`src/rtl/seg7_monitor.sv`:
```
// Seven-segment debug monitor: four hex value digits, a source digit and a
// hold indicator, with a change-flash decimal point and a blinking hold "H".
module seg7_monitor #(
   parameter int unsigned FLASH_CYCLES = 8,
   parameter int unsigned BLINK_DIV    = 4
) (
   input  logic        clk,
   input  logic        reset,
   input  logic [15:0] value,
   input  logic [4:0]  sel_led,
   input  logic        hold,
   input  logic        blank_lz,
   output logic [7:0]  HEX0,
   output logic [7:0]  HEX1,
   output logic [7:0]  HEX2,
   output logic [7:0]  HEX3,
   output logic [7:0]  HEX4,
   output logic [7:0]  HEX5
);

   localparam int unsigned FW = $clog2(FLASH_CYCLES + 1);
   localparam int unsigned BW = (BLINK_DIV > 1) ? $clog2(BLINK_DIV) : 1;
   localparam logic [FW-1:0] FLASH_LOAD = FW'(FLASH_CYCLES);
   localparam logic [BW-1:0] DIV_LAST   = BW'(BLINK_DIV - 1);

   localparam logic [7:0] PAT_BLANK = 8'hFF;
   localparam logic [7:0] PAT_DASH  = 8'hBF;
   localparam logic [7:0] PAT_H     = 8'h89;

   function automatic logic [7:0] seg_hex(input logic [3:0] d);
      logic [7:0] p;
      case (d)
         4'h0: p = 8'hC0;
         4'h1: p = 8'hF9;
         4'h2: p = 8'hA4;
         4'h3: p = 8'hB0;
         4'h4: p = 8'h99;
         4'h5: p = 8'h92;
         4'h6: p = 8'h82;
         4'h7: p = 8'hF8;
         4'h8: p = 8'h80;
         4'h9: p = 8'h90;
         4'hA: p = 8'h88;
         4'hB: p = 8'h83;
         4'hC: p = 8'hC6;
         4'hD: p = 8'hA1;
         4'hE: p = 8'h86;
         default: p = 8'h8E;
      endcase
      return p;
   endfunction

   logic [15:0]   disp_val;
   logic [4:0]    disp_src;
   logic [FW-1:0] flash_cnt;
   logic [BW-1:0] blink_div;
   logic          blink_ph;

   logic [3:0]    show;
   logic [7:0]    dig_nxt [4];
   logic [7:0]    src_nxt;
   logic [7:0]    hold_nxt;

   // Sample stage: hold wins over a simultaneous value change.
   always_ff @(posedge clk or posedge reset) begin
      if (reset) begin
         disp_val  <= '0;
         disp_src  <= '0;
         flash_cnt <= '0;
      end else begin
         if (!hold) begin
            disp_val <= value;
            disp_src <= sel_led;
         end
         if (!hold && (value != disp_val))
            flash_cnt <= FLASH_LOAD;
         else if (flash_cnt != '0)
            flash_cnt <= flash_cnt - 1'b1;
      end
   end

   always_ff @(posedge clk or posedge reset) begin
      if (reset) begin
         blink_div <= '0;
         blink_ph  <= 1'b0;
      end else if (!hold) begin
         blink_div <= '0;
         blink_ph  <= 1'b0;
      end else if (blink_div == DIV_LAST) begin
         blink_div <= '0;
         blink_ph  <= ~blink_ph;
      end else begin
         blink_div <= blink_div + 1'b1;
      end
   end

   // show[i] set when digit i is at or below the most significant nonzero nibble
   always_comb begin
      show[3] = |disp_val[15:12];
      show[2] = show[3] | (|disp_val[11:8]);
      show[1] = show[2] | (|disp_val[7:4]);
      show[0] = 1'b1;
      for (int unsigned i = 0; i < 4; i++) begin
         dig_nxt[i] = (blank_lz && !show[i]) ? PAT_BLANK : seg_hex(disp_val[4*i +: 4]);
      end
      if (flash_cnt != '0)
         dig_nxt[0][7] = 1'b0;

      case (disp_src)
         5'b00001: src_nxt = seg_hex(4'h0);
         5'b00010: src_nxt = seg_hex(4'h1);
         5'b00100: src_nxt = seg_hex(4'h2);
         5'b01000: src_nxt = seg_hex(4'h3);
         5'b10000: src_nxt = seg_hex(4'h4);
         5'b11111: src_nxt = PAT_DASH;
         default:  src_nxt = PAT_BLANK;
      endcase

      // Gate on the live hold level so HEX5 blanks at the release edge itself.
      hold_nxt = (hold && blink_ph) ? PAT_H : PAT_BLANK;
   end

   always_ff @(posedge clk or posedge reset) begin
      if (reset) begin
         HEX0 <= 8'hC0;
         HEX1 <= PAT_BLANK;
         HEX2 <= PAT_BLANK;
         HEX3 <= PAT_BLANK;
         HEX4 <= PAT_BLANK;
         HEX5 <= PAT_BLANK;
      end else begin
         HEX0 <= dig_nxt[0];
         HEX1 <= dig_nxt[1];
         HEX2 <= dig_nxt[2];
         HEX3 <= dig_nxt[3];
         HEX4 <= src_nxt;
         HEX5 <= hold_nxt;
      end
   end

endmodule
```
`config.mk`:
```
export PLATFORM = sky130hd
export DESIGN_NAME = seg7_monitor
export DESIGN_NICKNAME = d
export VERILOG_FILES = /design/src/rtl/seg7_monitor.sv
export SDC_FILE = /design/constraint.sdc
export NUM_CORES = 1
export LEC_CHECK = 0
export ABC_AREA = 1
export ABC_CLOCK_PERIOD_IN_PS = 5400
export CAP_MARGIN = 20
export CELL_PAD_IN_SITES_DETAIL_PLACEMENT = 1
export CELL_PAD_IN_SITES_GLOBAL_PLACEMENT = 1
export CORE_UTILIZATION = 42
export CTS_BUF_LIST = sky130_fd_sc_hd__clkbuf_4 sky130_fd_sc_hd__clkbuf_8
export DETAILED_ROUTE_END_ITERATION = 12
export MAX_ROUTING_LAYER = met4
export PLACE_DENSITY_LB_ADDON = 0.12
export RECOVER_POWER = 50
export SETUP_SLACK_MARGIN = 0.2
export SLEW_MARGIN = 0
export SYNTH_ARGS = -nofsm -noshare
export SYNTH_HDL_FRONTEND = slang
export SYNTH_SLANG_ARGS = --single-unit
```
`constraint.sdc`:
```
create_clock -name clk -period 5.4 [get_ports clk]
set_clock_uncertainty 0.15 [all_clocks]
set_input_delay 0.81 -clock clk [delete_from_list [all_inputs] [get_ports clk]]
set_output_delay 0.81 -clock clk [all_outputs]
set_load 0.01 [all_outputs]
```
[Yosys cells after proc, flatten, opt, wreduce, memory -nomap -nowiden]
Memories as Yosys holds them, arrays and structs flattened. A register that Yosys moved wholly into a read port is not among the register bits.
Index checks and enable logic that the tools add are counted.
Word-level totals
  input bits: 25
  register bits: 76
  memories kept: 4
  memory bits (read-only): 448
  logic and storage cells: 55
  bits in latches: 0
  memory bits (writable): 0
Operators by class
  bitwise gates (word level): 3
  add/subtract/negate cells: 2
  shifts and indexed selects: 0
  muxes and demuxes: 12
  order comparisons: 0
  reductions and logical operators: 14
  divide/modulo/power cells: 0
  multipliers: 0
  equality and inequality tests: 9
Memories
  (no name shown): words 16, bits a word 7, read ports 1, clocked after Yosys merged registers in 1, wr ports 0, line 32  | case (d)
  (no name shown): words 16, bits a word 7, read ports 1, clocked after Yosys merged registers in 0, wr ports 0, line 32
  (no name shown): words 16, bits a word 7, read ports 1, clocked after Yosys merged registers in 0, wr ports 0, line 32
  (no name shown): words 16, bits a word 7, read ports 1, clocked after Yosys merged registers in 0, wr ports 0, line 32
Operators by type and width (count)
  7-bit one-hot mux with 6 select lines: 1
  8-bit two-way mux: 3
  16-bit != test: 1
  4-bit OR reduction: 3
  5-bit == test, second input constant: 2
  4-bit two-way mux: 2
  7-bit two-way mux: 1
  5-bit by 1-bit == test with 1-bit output, second input constant: 1
  5-bit by 2-bit == test with 1-bit output, second input constant: 1
  5-bit by 3-bit == test with 1-bit output, second input constant: 1
  5-bit by 4-bit == test with 1-bit output, second input constant: 1
  1-bit logical AND: 5
  1-bit zero test: 4
  2-bit two-way mux: 2
  4-bit nonzero test: 1
  4-bit by 1-bit subtractor with 4-bit output, second input constant: 1
  1-bit two-way mux: 3
  2-bit by 1-bit adder with 2-bit output, second input constant: 1
  2-bit == test, second input constant: 1
  2-bit by 1-bit != test with 1-bit output, second input constant: 1
  1-bit bitwise OR: 2
  2-bit nonzero test: 1
  1-bit NOT: 1

[Depth between registers and ports, before layout]
  depth in word-level cells: 6
  depth in mapped cells: 10
  gate-level depth less buffers: 9

[Worst setup path after synthesis]
No wires, ideal clock.
  path kind: reg-to-output
  start point: reg HEX5[5] (netlist name)
  end point: out HEX5[2]
  arrival: 687 ps
  cell stages (with the launch flop): 2
  data required time: 4440 ps
  path slack: 3753 ps
  cells stage by stage: dfstp_2 buf_4
RTL lines
  end, declared: line 18  | output logic [7:0] HEX5

==> flow_summary_export.csv <==
group,metric,value,unit
outcome,status,"complete, no violations",
detailed_routing,route.met2.wl,4.31,mm
yosys,async_flop_share,1.00,
detailed_routing,dr_total_vias,2992,
sta,hold_viol_final,0,
final_layout,fillCellCount,1007,
yosys,ys_seq_area_frac,0.465,
placed_design,io_buffers,65,
clock_network,clkTransAtPathRegs,0.07,ns
global_routing,overflow,0,
final_layout,nets,538,
power_and_ir_drop,total_power,1.43,mW
sta,fin_crit_sh,0.566,
sta,grt_setup_unrepaired,"false",
sta,finalSetupTns,0,ns
detailed_routing,drt-pass1-iter-count,4,
setup_path,end_kind,"flip-flop",
clock_network,clk_latency,0.34,ns
setup_path,setup.worst_path.class,"in2reg",
die,die_h,93.6,um
power_and_ir_drop,p_leak,2.11,nW
yosys,syn_inst,428,
global_routing,first_global_vias,3039,
global_routing,grt_pass1_wl,14.3,mm
placed_design,dpl.hpwl,6.17,mm
die,initial_core_util,0.431,
detailed_routing,wl_met1,3.64,mm
sta,slew_headroom,0.0517,
clock_network,cts_tree,"yes",
sta,finalCriticalPeriod,3.06,ns
setup_path,arrival,3.11,ns
final_layout,multiInputGateArea,1530,um^2
yosys,ys_ff_latch,64,
final_layout,drive_above_1_share,0.128,
final_layout,synthToLayoutAreaGrowth,24.4,%
placed_design,place.gp.congestion,0.844,
power_and_ir_drop,power_density,326,nW/um^2
yosys,synthTopCellsByCount,"nand2_1, inv_1, dfrtp_1",
sta,setup_viol,0,
yosys,yosysTopAreaCellShare,0.242,
clock_network,cts_buffer_depth,2,
global_routing,antenna_found_initial,0,
detailed_routing,wl_met3,224,um
die,die_w,93.6,um
die,dieArea,8760,um^2
global_routing,grt_usage,0.217,
setup_path,crit_path_start_kind,"primary input",
power_and_ir_drop,ir_drop,142,uV
die,io_pins,73,
clock_network,cts_root_buf,"clkbuf_8",
job,cap_violations,0,
final_layout,final_cells,598,
setup_path,worstPathRequired,5.46,ns
detailed_routing,post_drt_via_cell_ratio,5.00,
clock_network,cts_made_buffers,9,
yosys,synth_edf_count,0,
detailed_routing,drc,0,
clock_network,cts.sinks,64,
yosys,syn_area_per_cell,8.23,um^2
clock_network,cts_max_level,3,
yosys,synth.area.top_cells,"dfrtp_1, dfstp_2, nand2_1",
yosys,yosysWarnings,0,
detailed_routing,routedWlPerCell,14.0,um
die,rows,33,
final_layout,n_antenna_cell,0,
die,core,8180,um^2
detailed_routing,postRouteWirelength,8.35,mm
yosys,syn_area,3520,um^2
yosys,yosysTopAreaCell,"dfrtp_1",
clock_network,holdBufCountCts,0,
detailed_routing,drt_iter0_markers,105,
yosys,synthFlopType,"dfrtp_1",
min_path,hold_class,"reg2reg",
sta,worstMarginPinSlew,1.42,ns
global_routing,grt_max_degree,38,
yosys,synth_most_common_cell,"nand2_1",
detailed_routing,antenna_left,0,
placed_design,dp_cells,582,
clock_network,cts_resized,0,
sta,fmax,0.327,GHz
final_layout,final-seq-area,1640,um^2
detailed_routing,maxUsedRoutingLayer,"met4",
clock_network,post_cts_buffers,0,
sta,drv_slew,0,
yosys,yosysUniqueCellTypes,30,
setup_path,crit_fanout,37,
[power by group]
part / total, mW / switching, mW / leakage, nW / internal, mW
Sequential: 0.630 / 0.0534 / 0.732 / 0.577
Clock: 0.429 / 0.182 / 0.110 / 0.248
Combinational: 0.367 / 0.196 / 1.27 / 0.172
[metrics by stage]
stage	hold WS, ns	setup slack, ns	util	area (um^2)
2_1_floorplan	0.245	2.89	-	3540
3_3_place_gp	0.284	3.05	0.513	4190
3_5_place_dp	0.288	3.03	0.513	4190
4_1_cts	0.293	2.98	0.538	4400
5_1_grt	0.321	1.97	0.536	4380
6_report	0.292	2.34	0.536	4380
[routing by layer]
metal  up-vias  track usage
li1       1467            -
met2        52        0.373
met4         0       0.0897
met1      1460        0.255
met3        13       0.0325
met5         -            -
[worst paths after layout]
kind / start / end / slack, ns / cells after the start
max: hold / disp_src[3] / 2.34 / 5
min: blink_ph / HEX5[5] / 0.29 / 1
max reg2reg: disp_val[13] / HEX1[2] / 3.25 / 6
min reg2reg: blink_ph / HEX5[5] / 0.29 / 1
max in group asynchronous: reset / HEX1[0] / 2.95 / 3
min in group asynchronous: reset / flash_cnt[3] / 1.07 / 2
[worst max-delay path, cell delays in order]
cell	delay, ns
dlygate4sd3_1	0.52
clkbuf_1	1.03
inv_1	0.51
nand2_1	0.15
o21ai_0	0.09
[area by class of cell]
cell class / instances / share of cell area
Multi-Input combinational cell: 290 / 0.350
Tap cell: 105 / 0.0300
Clock buffer: 13 / 0.0380
Sequential cell: 64 / 0.374
Clock inverter: 3 / 0.00914
Inverter: 56 / 0.0480
Timing Repair Buffer: 67 / 0.151
[placed cells by master (no fill, tap or decap), types with 2 or more instances in the layout]
| cell | Yosys | routed |
|---|---|---|
| conb_1 | 1 | 7 |
| nand4_1 | 3 | 3 |
| dlygate4sd3_1 | 0 | 2 |
| dfstp_2 | 30 | 30 |
| o211ai_1 | 3 | 3 |
| xor2_1 | 2 | 2 |
| clkdlybuf4s50_1 | 0 | 63 |
| nor2_1 | 24 | 24 |
| clkbuf_4 | 0 | 2 |
| inv_2 | 8 | 8 |
| nand2_2 | 4 | 4 |
| ha_1 | 25 | 25 |
| nand2_1 | 123 | 123 |
| a21oi_1 | 13 | 13 |
| clkbuf_8 | 0 | 11 |
| o21ai_0 | 29 | 30 |
| clkinv_2 | 0 | 2 |
| dfrtp_1 | 34 | 34 |
| nor2_2 | 4 | 4 |
| nand3_1 | 33 | 35 |
| inv_1 | 48 | 48 |
| o311ai_0 | 2 | 3 |
| o2111ai_1 | 7 | 7 |
[sequential cells by signal, summed over array words and instances (netlist names)]
register and count:
HEX1 7, HEX3 7, HEX2 7, flash_cnt 4, HEX5 1, HEX0 8
disp_val 16, blink_div 2, blink_ph 1, HEX4 6, disp_src 5
[kinds of logic after synthesis]
kind of cell	Yosys count	share of synthesized area
flip-flops	64	0.465
AND/OR/NAND/NOR	195	0.232
other	1	0.00106
buffers and inverters	80	0.102
adder cells (fa/ha/maj)	25	0.0888
XOR/XNOR	3	0.00746
AO/OA/AOI/OAI	60	0.103
(Power assumes the default switching activity.)
